`src/rtl/spgd_dac_pkg.sv`:
```
// Shared definitions for the SPGD DAC output-conditioning path.
// State encodings, default DAC width and the signed mid-scale code.
package spgd_dac_pkg;

  localparam int unsigned DAC_WIDTH_DEF = 14;
  localparam int unsigned STATE_W       = 1;

  localparam logic [0:0] ST_IDLE = 1'b0;
  localparam logic [0:0] ST_RAMP = 1'b1;

  localparam int DAC_MID = 0;

endpackage

```
`src/rtl/dac_slew_limiter_if.sv`:
```
// Control/data bundle for the DAC slew limiter.
// The master drives codes and limits; the slave returns the conditioned DAC code and status.
interface dac_slew_limiter_if #(
  parameter int unsigned DAC_WIDTH  = 14,
  parameter int unsigned STEP_WIDTH = 10,
  parameter int unsigned DIV_WIDTH  = 8
);

  logic signed [DAC_WIDTH-1:0]  code_in;
  logic                         code_valid;
  logic                         enable;
  logic        [STEP_WIDTH-1:0] max_step;
  logic        [DIV_WIDTH-1:0]  tick_div;
  logic signed [DAC_WIDTH-1:0]  code_min;
  logic signed [DAC_WIDTH-1:0]  code_max;
  logic signed [DAC_WIDTH-1:0]  dac_code_out;
  logic                         busy;
  logic                         settled;
  logic                         clamped;

  modport master (
    output code_in, code_valid, enable, max_step, tick_div, code_min, code_max,
    input  dac_code_out, busy, settled, clamped
  );

  modport slave (
    input  code_in, code_valid, enable, max_step, tick_div, code_min, code_max,
    output dac_code_out, busy, settled, clamped
  );

endinterface

```
`src/rtl/dac_slew_limiter_code_clamp.sv`:
```
// Combinational signed window clamp; an inverted window (min > max) resolves to max.
// Shared between the DAC A and DAC B conditioning paths.
module code_clamp #(
  parameter int unsigned W = 14
) (
  input  logic signed [W-1:0] i_code,
  input  logic signed [W-1:0] i_min,
  input  logic signed [W-1:0] i_max,
  output logic signed [W-1:0] o_clamped_c,
  output logic                o_hit_c
);

  always_comb begin
    o_clamped_c = i_code;
    if (i_min > i_max) begin
      o_clamped_c = i_max;
    end else if (i_code < i_min) begin
      o_clamped_c = i_min;
    end else if (i_code > i_max) begin
      o_clamped_c = i_max;
    end
    o_hit_c = (o_clamped_c != i_code);
  end

endmodule

```
`src/rtl/dac_slew_limiter.sv`:
```
// Rate-limited DAC A output stage: clamps each accepted code into a window and
// walks the output toward it by at most MAX_STEP every TICK_DIV+1 cycles.
module dac_slew_limiter
  import spgd_dac_pkg::*;
#(
  parameter int unsigned DAC_WIDTH  = DAC_WIDTH_DEF,
  parameter int unsigned STEP_WIDTH = 10,
  parameter int unsigned DIV_WIDTH  = 8
) (
  input  logic             i_adc_clk,
  input  logic             i_rst,
  dac_slew_limiter_if.slave bus
);

  localparam int unsigned DW1 = DAC_WIDTH + 1;

  logic [STATE_W-1:0]          r_state;
  logic signed [DAC_WIDTH-1:0] r_target;
  logic signed [DAC_WIDTH-1:0] r_out;
  logic [DIV_WIDTH-1:0]        r_cnt;
  logic                        r_busy;
  logic                        r_settled;
  logic                        r_clamped;

  logic [STATE_W-1:0]          w_state_nxt;
  logic signed [DAC_WIDTH-1:0] w_target_nxt;
  logic signed [DAC_WIDTH-1:0] w_out_nxt;
  logic [DIV_WIDTH-1:0]        w_cnt_nxt;
  logic                        w_clamped_nxt;
  logic signed [DAC_WIDTH-1:0] w_clamp_code;
  logic                        w_clamp_hit;
  logic signed [DW1-1:0]       w_diff;
  logic [DW1-1:0]              w_abs;
  logic [DW1-1:0]              w_step;
  logic signed [DAC_WIDTH-1:0] w_stepped;

  code_clamp #(.W(DAC_WIDTH)) u_clamp (
    .i_code      (bus.code_in),
    .i_min       (bus.code_min),
    .i_max       (bus.code_max),
    .o_clamped_c (w_clamp_code),
    .o_hit_c     (w_clamp_hit)
  );

  // Step toward the newest target so an ENABLE drop or retarget steers the very same edge.
  always_comb begin
    w_state_nxt   = r_state;
    w_target_nxt  = r_target;
    w_out_nxt     = r_out;
    w_cnt_nxt     = r_cnt;
    w_clamped_nxt = r_clamped;
    w_diff        = '0;
    w_abs         = '0;
    w_step        = DW1'(bus.max_step);
    w_stepped     = r_out;

    if (!bus.enable) begin
      w_target_nxt  = DAC_WIDTH'(DAC_MID);
      w_clamped_nxt = 1'b0;
    end else if (bus.code_valid) begin
      w_target_nxt  = w_clamp_code;
      w_clamped_nxt = w_clamp_hit;
    end

    w_diff = $signed({w_target_nxt[DAC_WIDTH-1], w_target_nxt})
           - $signed({r_out[DAC_WIDTH-1], r_out});
    w_abs  = w_diff[DW1-1] ? DW1'(-w_diff) : DW1'(w_diff);

    if ((bus.max_step == '0) || (w_abs <= w_step)) begin
      w_stepped = w_target_nxt;
    end else if (w_diff[DW1-1]) begin
      w_stepped = r_out - DAC_WIDTH'(bus.max_step);
    end else begin
      w_stepped = r_out + DAC_WIDTH'(bus.max_step);
    end

    case (r_state)
      ST_IDLE: begin
        w_cnt_nxt = '0;
        if (w_target_nxt != r_out) begin
          w_state_nxt = ST_RAMP;
        end
      end
      ST_RAMP: begin
        if (r_cnt == bus.tick_div) begin
          w_out_nxt = w_stepped;
          w_cnt_nxt = '0;
        end else begin
          w_cnt_nxt = DIV_WIDTH'(r_cnt + 1'b1);
        end
        if (w_out_nxt == w_target_nxt) begin
          w_state_nxt = ST_IDLE;
          w_cnt_nxt   = '0;
        end
      end
      default: begin
        w_state_nxt = ST_IDLE;
        w_cnt_nxt   = '0;
      end
    endcase
  end

  always_ff @(posedge i_adc_clk) begin
    if (i_rst) begin
      r_state   <= ST_IDLE;
      r_target  <= '0;
      r_out     <= '0;
      r_cnt     <= '0;
      r_busy    <= 1'b0;
      r_settled <= 1'b1;
      r_clamped <= 1'b0;
    end else begin
      r_state   <= w_state_nxt;
      r_target  <= w_target_nxt;
      r_out     <= w_out_nxt;
      r_cnt     <= w_cnt_nxt;
      r_busy    <= (w_state_nxt == ST_RAMP);
      r_settled <= (w_out_nxt == w_target_nxt);
      r_clamped <= w_clamped_nxt;
    end
  end

  assign bus.dac_code_out = r_out;
  assign bus.busy         = r_busy;
  assign bus.settled      = r_settled;
  assign bus.clamped      = r_clamped;

endmodule

```
`src/flat_wrapper.sv`:
```
// flat-port wrapper written by rule: the top's interface ports become plain ports
module dac_slew_limiter_flat import spgd_dac_pkg::*;
#(
  parameter int unsigned DAC_WIDTH  = DAC_WIDTH_DEF,
  parameter int unsigned STEP_WIDTH = 10,
  parameter int unsigned DIV_WIDTH  = 8
)
  (i_adc_clk, i_rst, bus_code_in, bus_code_valid, bus_enable, bus_max_step, bus_tick_div, bus_code_min, bus_code_max, bus_dac_code_out, bus_busy, bus_settled, bus_clamped);
  dac_slew_limiter_if #(.DAC_WIDTH(DAC_WIDTH), .STEP_WIDTH(STEP_WIDTH), .DIV_WIDTH(DIV_WIDTH)) bus_i ();
  input  logic i_adc_clk;
  input  logic i_rst;
  input wire logic [$bits(bus_i.code_in)-1:0] bus_code_in;
  input wire logic [$bits(bus_i.code_valid)-1:0] bus_code_valid;
  input wire logic [$bits(bus_i.enable)-1:0] bus_enable;
  input wire logic [$bits(bus_i.max_step)-1:0] bus_max_step;
  input wire logic [$bits(bus_i.tick_div)-1:0] bus_tick_div;
  input wire logic [$bits(bus_i.code_min)-1:0] bus_code_min;
  input wire logic [$bits(bus_i.code_max)-1:0] bus_code_max;
  output wire logic [$bits(bus_i.dac_code_out)-1:0] bus_dac_code_out;
  output wire logic [$bits(bus_i.busy)-1:0] bus_busy;
  output wire logic [$bits(bus_i.settled)-1:0] bus_settled;
  output wire logic [$bits(bus_i.clamped)-1:0] bus_clamped;
  assign bus_i.code_in = bus_code_in;
  assign bus_i.code_valid = bus_code_valid;
  assign bus_i.enable = bus_enable;
  assign bus_i.max_step = bus_max_step;
  assign bus_i.tick_div = bus_tick_div;
  assign bus_i.code_min = bus_code_min;
  assign bus_i.code_max = bus_code_max;
  assign bus_dac_code_out = bus_i.dac_code_out;
  assign bus_busy = bus_i.busy;
  assign bus_settled = bus_i.settled;
  assign bus_clamped = bus_i.clamped;
  dac_slew_limiter #(.DAC_WIDTH(DAC_WIDTH), .STEP_WIDTH(STEP_WIDTH), .DIV_WIDTH(DIV_WIDTH)) u_core (.i_adc_clk(i_adc_clk), .i_rst(i_rst), .bus(bus_i));
endmodule
```
`config.mk`:
```
export PLATFORM = sky130hd
export DESIGN_NAME = dac_slew_limiter_flat
export DESIGN_NICKNAME = d
export VERILOG_FILES = /design/src/rtl/spgd_dac_pkg.sv /design/src/rtl/dac_slew_limiter_if.sv /design/src/rtl/dac_slew_limiter_code_clamp.sv /design/src/rtl/dac_slew_limiter.sv /design/src/flat_wrapper.sv
export SDC_FILE = /design/constraint.sdc
export NUM_CORES = 1
export LEC_CHECK = 0
export ABC_AREA = 1
export CORE_MARGIN = 8
export CORE_UTILIZATION = 23
export CTS_CLUSTER_SIZE = 40
export DETAILED_ROUTE_END_ITERATION = 8
export GPL_TIMING_DRIVEN = 0
export PLACE_DENSITY = 0.39
export RECOVER_POWER = 100
export SLEW_MARGIN = 20
export SYNTH_ARGS = -nofsm -noshare
export SYNTH_HDL_FRONTEND = slang
export SYNTH_HIERARCHICAL = 1
export SYNTH_SLANG_ARGS = --single-unit
```
`constraint.sdc`:
```
create_clock -name i_adc_clk -period 15.58 [get_ports i_adc_clk]
set_input_delay 3.895 -clock i_adc_clk [delete_from_list [all_inputs] [get_ports i_adc_clk]]
set_output_delay 3.895 -clock i_adc_clk [all_outputs]
set_load 0.1 [all_outputs]
```
[Yosys cells after proc, flatten, opt, wreduce, memory -nomap -nowiden]
Cells that the tools add are included.
Cells by class
  add/subtract/negate cells: 5
  order comparisons: 4
  equality and inequality tests: 5
  muxes and demuxes: 17
  bitwise operators: 2
  reductions and logical operators: 3
Operators with widths (count)
  14-bit 2-to-1 mux: 10
  14-bit equality test: 2
  14-bit greater-than comparator: 2
  14-bit != test: 2
  8-bit 2-to-1 mux: 2
  8-bit case mux with 2 select lines: 1
  15-bit by 10-bit less-or-equal comparator with 1-bit output: 1
  15-bit 2-to-1 mux: 1
  15-bit negator: 1
  14-bit by 14-bit subtractor with 15-bit output: 1
  14-bit by 10-bit adder with 14-bit output: 1
  14-bit < comparator: 1
  14-bit by 10-bit subtractor with 14-bit output: 1
  10-bit zero test: 1
  8-bit by 1-bit adder with 8-bit output (second input constant): 1
  8-bit equality test: 1
  1-bit 2-to-1 mux: 2
  1-bit NOT: 2
  1-bit case mux with 2 select lines: 1
  2-bit OR reduction: 1
  1-bit logical OR: 1
Word-level totals
  register bits: 39
  input port bits: 64
  output and inout bits: 17
  word-level logic and storage cells: 42

[Depth between registers and ports, before layout]
Gate-level depths: netlist of run 1.
  depth after elaboration: 17
  depth in mapped cells: 61

[By module]
The synthesis of run 1 kept the hierarchy.
Modules (own cells, without submodules)
  dac_slew_limiter: times used 1, cells an instance 848, area an instance 4981.0 um^2, sequential area each 780.7 um^2
  code_clamp: times used 1, cells an instance 367, area an instance 1924.3 um^2, sequential area each 0.0 um^2

[Worst setup path after synthesis of run 1]
OpenSTA, ideal clock, no wires.
  path type: in2reg
  from: input port bus_code_min[13]
  to: register u_core.r_cnt[2]
  library setup time: 117 ps
  data arrival time: 9908 ps
  required time: 15463 ps
  slack: 5555 ps
  stages: 54
  path buffers: 3
  path through: inv_1 ha_1 a21oi_1 o21ai_0 nor2_1 nand2_1 nand2_1 nand2_2 clkbuf_8 o21ai_0 o21bai_1 nand2_1 inv_1 nor2_1 nor3_1 inv_1 fa_1 inv_1 [... 18 more ...] or2_2 nand2_1 nor2_1 nand2_1 nor2_4 nand2_4 nand2_4 buf_6 nand2_1 nand3_1 nand3_1 nand2_1 nor2_1 nand2_1 nor2_1 nand2_2 nand3_4 nor2_2
On the way
  word-level cells in the longest chain between the ends: 16
  elaborated cells between the ends (all ways): 18
Ends and longest elaborated chain
  start: declaration: line flat_wrapper.sv:17  | input wire logic [$bits(bus_i.code_min)-1:0] bus_code_min;
  14-bit < comparator: line dac_slew_limiter_code_clamp.sv:17  | end else if (i_code < i_min) begin
  14-bit 2-to-1 mux: line dac_slew_limiter_code_clamp.sv:17
  14-bit 2-to-1 mux (*): line dac_slew_limiter_code_clamp.sv:15  | if (i_min > i_max) begin
  named net u_core.w_clamp_code[1]: line dac_slew_limiter.sv:30  | logic signed [DAC_WIDTH-1:0] w_clamp_code;
  14-bit 2-to-1 mux (*): line dac_slew_limiter.sv:60  | end else if (bus.code_valid) begin
  14-bit 2-to-1 mux (*): line dac_slew_limiter.sv:57  | if (!bus.enable) begin
  named net u_core.w_target_nxt[1]: line dac_slew_limiter.sv:26  | logic signed [DAC_WIDTH-1:0] w_target_nxt;
  14-bit by 14-bit subtractor with 15-bit output: line dac_slew_limiter.sv:66  | - $signed({r_out[DAC_WIDTH-1], r_out});
  [... 2 more ...]
  15-bit by 10-bit less-or-equal comparator with 1-bit output: line dac_slew_limiter.sv:69  | if ((bus.max_step == '0) || (w_abs <= w_step)) begin
  1-bit logical OR: line dac_slew_limiter.sv:69
  14-bit 2-to-1 mux: line dac_slew_limiter.sv:69
  14-bit 2-to-1 mux: line dac_slew_limiter.sv:85  | if (r_cnt == bus.tick_div) begin
  14-bit 2-to-1 mux: line dac_slew_limiter.sv:77  | case (r_state)
  14-bit equality test (*): line dac_slew_limiter.sv:91  | if (w_out_nxt == w_target_nxt) begin
  8-bit 2-to-1 mux (*): line dac_slew_limiter.sv:91
  8-bit case mux with 2 select lines (*): line dac_slew_limiter.sv:77
  end signal: assignment: line dac_slew_limiter.sv:116  | r_cnt <= w_cnt_nxt;
  end: declaration: line dac_slew_limiter.sv:20  | logic [DIV_WIDTH-1:0] r_cnt;
The timed path passes the listed nets; every way through them passes the cells marked *. The select of a mux whose other input is x is not followed.
A chain may end at the register's enable or synchronous reset.

[Final worst setup path of run 1]
  from: input port bus_code_max[9]
  to: register u_core.r_cnt[6]
On the way
  word-level cells in the longest chain between the ends: 17
  elaborated cells between the ends (all ways): 19
Ends and longest elaborated chain
  start: declaration: line flat_wrapper.sv:18  | input wire logic [$bits(bus_i.code_max)-1:0] bus_code_max;
  14-bit greater-than comparator: line dac_slew_limiter_code_clamp.sv:19  | end else if (i_code > i_max) begin
  14-bit 2-to-1 mux: line dac_slew_limiter_code_clamp.sv:19
  14-bit 2-to-1 mux: line dac_slew_limiter_code_clamp.sv:17
  14-bit 2-to-1 mux (*): line dac_slew_limiter_code_clamp.sv:15
  named net u_core.w_clamp_code[1]: line dac_slew_limiter.sv:30
  14-bit 2-to-1 mux (*): line dac_slew_limiter.sv:60
  14-bit 2-to-1 mux (*): line dac_slew_limiter.sv:57
  named net u_core.w_target_nxt[1]: line dac_slew_limiter.sv:26
  [... 3 more ...]
  15-bit by 10-bit less-or-equal comparator with 1-bit output: line dac_slew_limiter.sv:69
  1-bit logical OR: line dac_slew_limiter.sv:69
  14-bit 2-to-1 mux: line dac_slew_limiter.sv:69
  14-bit 2-to-1 mux: line dac_slew_limiter.sv:85
  14-bit 2-to-1 mux: line dac_slew_limiter.sv:77
  14-bit equality test (*): line dac_slew_limiter.sv:91
  8-bit 2-to-1 mux (*): line dac_slew_limiter.sv:91
  8-bit case mux with 2 select lines (*): line dac_slew_limiter.sv:77
Marks and branches as above.

==> reports/qor.yml, run 1 <==
power.leakage_uw: 0.00447
min_period_over_period_pct: 85.4
viasPerCell: 4.49
gp_congestion: 0.851
cts_tree: "done"
die_w_um: 189
rsz0062_at_grt: "no"
maxCapViolCount: 0
antenna_found_initial: 0
p_clk_share_pct: 17.3
core_mm2: 0.0296
setup-tns-final_ns: 0
cpLargestDelayFamily: "simple AND/OR/NAND/NOR gates"
ys_warn_count: 6
worstPathArrival_ns: 13.47
cts_buffer_depth: 2
grt_max_degree: 14
cts_resized: 0
syn_avg_cell_area_um2: 5.68
cp-end-kind: "flip-flop"
syn_to_final_growth_pct: 20.1
ys_async_sr_fraction_pct: 0
wl_per_cell_um: 15.1
yosysUniqueCellTypes: 45
grt_pass1_vias: 7418
clk_pin_slew_ns: 0.06
total_power_uw: 682
syn_area_mm2: 0.00691
placedCellCount: 1684
clk_latency_ns: 0.28
die_area_mm2: 0.0358
p_int_uw: 339
synth_edf_count: 0
crit_buf_inv: 11
power_switching_uw: 343
synth_seq_area_share_pct: 11.3
final_cells: 1692
syn_inst: 1215
firstDrtPassIters: 7
ant_nets: 0
ir_drop_mv: 0.0428
root_buffer: "clkbuf_16"
grt_pass1_wl_um: 40500
slowest_delay_ns: 0.64
powerDensity_mw_per_mm2: 82.3
start_util_pct: 23.3
place_area_mm2: 0.00819
cts_made_buffers: 5
synth-seq-cells: 39
drt-initial-drc-count: 426
worst_slew_pin_slew_ns: 1.22
hpwlAfterDp_um: 21600
hp-class: "flip-flop to flip-flop"
antenna_cells: 0
port_buffers: 79
drive_above_1_share_pct: 5.30
seq_power_share_pct: 15.8
grt_use_total_pct: 14.1
slew_headroom_pct: 18.3
worst_path_max_delay_cell: "nor3_1"
nNetsFinal: 1447
fin_crit_ns: 13.30
crit_required_ns: 15.75
cts.sinks: 39
synth_area_leaders: "nand2_1, ha_1, dfxtp_1"
final_hold_viol_count: 0
drc: 0
num_vias: 7590
fmax_ghz: 0.0752
ys.flop_type: "dfxtp_1"
gr-total-overflow: 0
routed_wl_um: 25500
rows: 63
synth.top_cell.area_share_pct: 20.9
cts_setup_buffers: 0
switching_share_pct: 50.3
syn_nets: 1361
cpMostUsedCell: "nand2_1"
critPathLaunchType: "primary input"
drv_slew: 0
die_y_um: 189
combPwrFrac_pct: 66.9
clock_skew_ns: 0.0111
io_pins: 81
cts_max_level: 2
worstSetupPathType: "primary input to flip-flop"
outcome: "finished clean"
path_max_fanout: 10
setup_viol: 0
design_area_mm2: 0.00829
synth_area_leader_cell: "nand2_1"
cts_hold_buffers: 0
[worst paths after layout]
check                startpoint         endpoint  slack (ns)  depth (start not counted)
max             bus_code_max[9]  u_core/r_cnt[6]        2.28                         57
min             u_core/r_cnt[0]  u_core/r_cnt[0]        0.46                          1
max reg2reg  u_core/r_target[0]  u_core/r_cnt[6]        8.60                         42
min reg2reg     u_core/r_cnt[0]  u_core/r_cnt[0]        0.46                          1
[metrics by stage]
stage          hold WS, ns  util [%]  setup slack, ns
4_1_cts              0.482      28.2             3.11
6_report             0.464      28.0             2.28
2_1_floorplan        0.439         -             5.56
3_3_place_gp         0.458      27.6             2.88
5_1_grt              0.515      28.0             1.20
3_5_place_dp         0.465      27.6             2.84
[cells in the mapped netlist, types with 2 or more instances]
| library cell | n |
|---|---|
| buf_2 | 3 |
| a21oi_1 | 50 |
| ha_1 | 80 |
| nand3_1 | 143 |
| nor2_2 | 11 |
| nand4_2 | 2 |
| inv_2 | 5 |
| clkbuf_1 | 12 |
| nand2_1 | 384 |
| nand3_4 | 2 |
| nand4_1 | 16 |
| nand3_2 | 10 |
| nand2_4 | 6 |
| nand2_2 | 24 |
| dfxtp_1 | 39 |
| or2_2 | 3 |
| xor2_1 | 35 |
| o21ai_0 | 20 |
| nor2_4 | 3 |
| o21ai_1 | 2 |
| fa_1 | 2 |
| nor3_1 | 18 |
| nor2_1 | 113 |
| a31oi_1 | 2 |
| or2_0 | 2 |
| o221ai_1 | 2 |
| xnor2_1 | 7 |
| o21bai_1 | 5 |
| clkbuf_8 | 2 |
| clkinv_1 | 4 |
| nand3b_1 | 7 |
| nor4_1 | 4 |
| inv_1 | 183 |
| buf_6 | 3 |
[cells in the final DEF (no fill, tap or decap), types with 2 or more instances in the layout]
| master | instances |
|---|---|
| nor2_2 | 6 |
| or2_2 | 3 |
| buf_2 | 3 |
| clkbuf_1 | 13 |
| nand2_1 | 391 |
| clkinv_1 | 4 |
| buf_6 | 3 |
| dlygate4sd3_1 | 18 |
| ha_1 | 80 |
| nor3_1 | 18 |
| nand2_4 | 4 |
| dfxtp_1 | 39 |
| nand3b_1 | 7 |
| nand3_4 | 2 |
| o221ai_1 | 2 |
| inv_2 | 5 |
| o21ai_1 | 2 |
| nor2_1 | 118 |
| nor2_4 | 3 |
| o21bai_1 | 5 |
| clkdlybuf4s50_1 | 61 |
| or2_0 | 2 |
| inv_1 | 183 |
| a21oi_1 | 50 |
| xnor2_1 | 7 |
| o21ai_0 | 20 |
| xor2_1 | 35 |
| nand3_1 | 144 |
| nand4_1 | 17 |
| nor4_1 | 4 |
| clkbuf_16 | 5 |
| nand3_2 | 9 |
| fa_1 | 2 |
| nand2_2 | 19 |
| a31oi_1 | 2 |
[power by group through the flow]
stage	Combinational, uW	Sequential (uW)	Clock [uW]
after floorplan	322	122	0
after CTS	467	108	122
after detailed placement	464	110	0
after global routing	522	108	127
after global placement	465	110	0
final	457	107	118
[metal layers]
metal | GRT usage, % | wire [um] | part of all wire, % | vias to the layer above
li1 | - | - | - | 4033
met1 | 19.9 | 13100 | 51 | 3425
met2 | 23.6 | 11600 | 45 | 126
met3 | 1.16 | 797 | 3.1 | 6
met4 | 1.41 | 64 | 0.25 | 0
met5 | 0 | 0 | 0 | -
[cell type report]
cell class | instances | area (um^2)
sequential | 39 | 781
clock inverter | 3 | 43.8
tap | 390 | 488
inverter | 193 | 732
timing repair buffer | 79 | 791
multi-input combinational | 961 | 5210
buffer | 22 | 123
clock buffer | 5 | 125
fill | 3435 | 21300
[registers in the layout, summed over array words and instances, names as in the netlist]
register / count
u_core/bus.clamped: 1
u_core/bus.settled: 1
u_core/r_cnt: 8
u_core/r_target: 14
u_core/bus.dac_code_out: 14
u_core/bus.busy: 1
[logic make-up after synthesis]
group	count (synthesis)	share of synthesized area [%]
simple gates	751	49.0
flops	39	11.3
xor+xnor	42	5.33
buf+inv	215	12.5
compound gates	86	6.79
fa+ha+maj	82	15.1
[worst reg2reg max path, delay by kind of cell (launching register included)]
family,cells,cell delay (ns)
AND/OR/NAND/NOR,29,3.80
AO/OA/AOI/OAI,4,0.49
adder cells (fa/ha/maj),3,0.98
flip-flops,1,0.31
XOR/XNOR,1,0.16
buffers and inverters,5,1.13
No activity file was read; power rests on OpenSTA's default activity.
==> run 2, diff against run 1 <==
Settings changed: CORE_UTILIZATION 23 to 30, PLACE_DENSITY 0.39 to 0.47, SETUP_SLACK_MARGIN from default to 0.2.
==> reports/qor.yml, run 2 (synthesis results as in run 1) <==
seq_power_share_pct: 15.8  # about the same
antenna_found_initial: 0  # unchanged
cpMostUsedCell: "nand2_1"
rows: 55  # -13%
ir_drop_mv: 0.0492  # +15%
wl_met3_um: 1140  # +43%
slowest_delay_ns: 0.84  # +0.20 ns
clk_latency_ns: 0.28  # about the same
met1Wirelength_um: 12000  # -8.3%
rsz0062_at_grt: "no"
clock_skew_ns: 0.00504  # -0.00601 ns
core_mm2: 0.0226  # -24%
grt_pass1_wl_um: 38100  # -6.0%
die_w_um: 168  # -11%
worstPathArrival_ns: 13.40  # -0.07 ns
num_vias: 7589  # -0.013%
clk_pin_slew_ns: 0.06  # about the same
powerDensity_mw_per_mm2: 83.3  # +1.2%
grt_use_total_pct: 16.7  # +2.6 points
power.leakage_uw: 0.00447  # about the same
mostFrequentLayoutCells: "nand2_1, inv_1, nand3_1"
ant_nets: 0  # unchanged
drv_slew: 0  # unchanged
critPathLaunchType: "primary input"
fillers: 2525  # -26%
min_period_over_period_pct: 85.0  # -0.44 points
cts_buffer_depth: 2  # unchanged
highest_layer: "met4"
start_util_pct: 30.5  # +7.2 points
fmax_ghz: 0.0756  # +0.51%
gr-total-overflow: 0  # unchanged
setup_viol: 0  # unchanged
drt-initial-drc-count: 479  # +12%
path_max_fanout: 10  # unchanged
cp-end-kind: "flip-flop"
io_pins: 81  # unchanged
port_buffers: 79  # unchanged
nNetsFinal: 1447  # unchanged
worst_slew_pin_slew_ns: 1.09  # -0.126 ns
cts_made_buffers: 5  # unchanged
cts_tree: "done"
outcome: "finished clean"
p_clk_share_pct: 17.7  # +0.4 points
cts_setup_buffers: 0  # unchanged
syn_to_final_growth_pct: 18.2
die_area_mm2: 0.0281  # -21%
wl_per_cell_um: 15.0  # -0.36%
final_common_cell: "nand2_1"
crit_required_ns: 15.75  # about the same
drc: 0  # unchanged
whs_ns: 0.462  # -0.00254 ns
hpwlAfterDp_um: 20100  # -6.9%
viasPerCell: 4.78  # +6.6%
gp_congestion: 0.892  # +4.9%
cts_resized: 0  # unchanged
p_int_uw: 343  # +1.1%
cts_max_level: 2  # unchanged
cts.sinks: 39  # unchanged
switching_share_pct: 49.6  # -0.73 points
worstSetupPathType: "primary input to flip-flop"
hp-class: "flip-flop to flip-flop"
grt_pass1_vias: 7164  # -3.4%
routed_wl_um: 23900  # -6.5%
antenna_cells: 0  # unchanged
drive_above_1_share_pct: 5.30  # unchanged
final_hold_viol_count: 0  # unchanged
route.met2.wl_um: 10600  # -8.4%
maxCapViolCount: 0  # unchanged
grt_max_degree: 13  # -1
setup-tns-final_ns: 0  # unchanged
power_switching_uw: 337  # -1.8%
root_buffer: "clkbuf_16"
combPwrFrac_pct: 66.5  # -0.4 points
worst_path_max_delay_cell: "nor3_1"
fin_crit_ns: 13.24  # -0.0681 ns
firstDrtPassIters: 7  # unchanged
die_y_um: 168  # -11%
cts_hold_buffers: 0  # unchanged
slew_headroom_pct: 26.8  # +8.4 points
[run 2: stage by stage]
stage	util, %	power, uW	setup slack, ns	instance area (um^2)	cells
finish	36.1	680	2.34	8160	1587
global route	36.1	751	1.25	8160	1587
CTS	36.3	693	3.27	8230	1587
detailed placement	35.6	569	3.01	8050	1579
global placement	35.6	568	3.00	8050	1579
floorplan	-	444	5.56	6910	1215
[run 2: worst paths after layout]
path                            cells past startpoint          startpoint  slack [ns]               to
worst max-delay path                               51     bus_code_in[13]        2.34  u_core/r_cnt[5]
worst min-delay path                                1     u_core/r_cnt[0]        0.46  u_core/r_cnt[0]
worst max register to register                     39  u_core/r_target[9]        8.53  u_core/r_cnt[5]
worst min register to register                      1     u_core/r_cnt[0]        0.46  u_core/r_cnt[0]
[run 2: power by group through the flow]
| stage | combinational, uW | clock, uW | sequential, uW |
|---|---|---|---|
| floorplan | 322 | 0 | 122 |
| global placement | 458 | 0 | 110 |
| detailed placement | 459 | 0 | 110 |
| CTS | 461 | 124 | 108 |
| global route | 516 | 127 | 108 |
| finish | 452 | 121 | 107 |
[run 2: area by class of cell]
| class | count | area (um^2) | area share (%) |
|---|---|---|---|
| Multi-Input combinational cell | 961 | 5220 | 63.9 |
| Timing Repair Buffer | 79 | 791 | 9.69 |
| Inverter | 193 | 732 | 8.97 |
| Clock buffer | 6 | 139 | 1.70 |
| Clock inverter | 2 | 35.0 | 0.429 |
| Tap cell | 285 | 357 | 4.37 |
| Sequential cell | 39 | 781 | 9.56 |
| Buffer | 22 | 115 | 1.41 |
[run 2: per-layer routing]
metal  vias to the layer above  global-route usage, %
li1                       4043                      -
met1                      3389                   23.6
met2                       151                   27.6
met3                         6                   1.95
met4                         0                   1.59
met5                         -                      0
[run 2: critical path, delay by kind of cell]
kind	cells	cell delay, ns
AO/OA/AOI/OAI	7	0.84
adder cells (fa/ha/maj)	3	1.16
XOR/XNOR	1	0.15
buffers and inverters	6	2.17
AND/OR/NAND/NOR	34	5.16
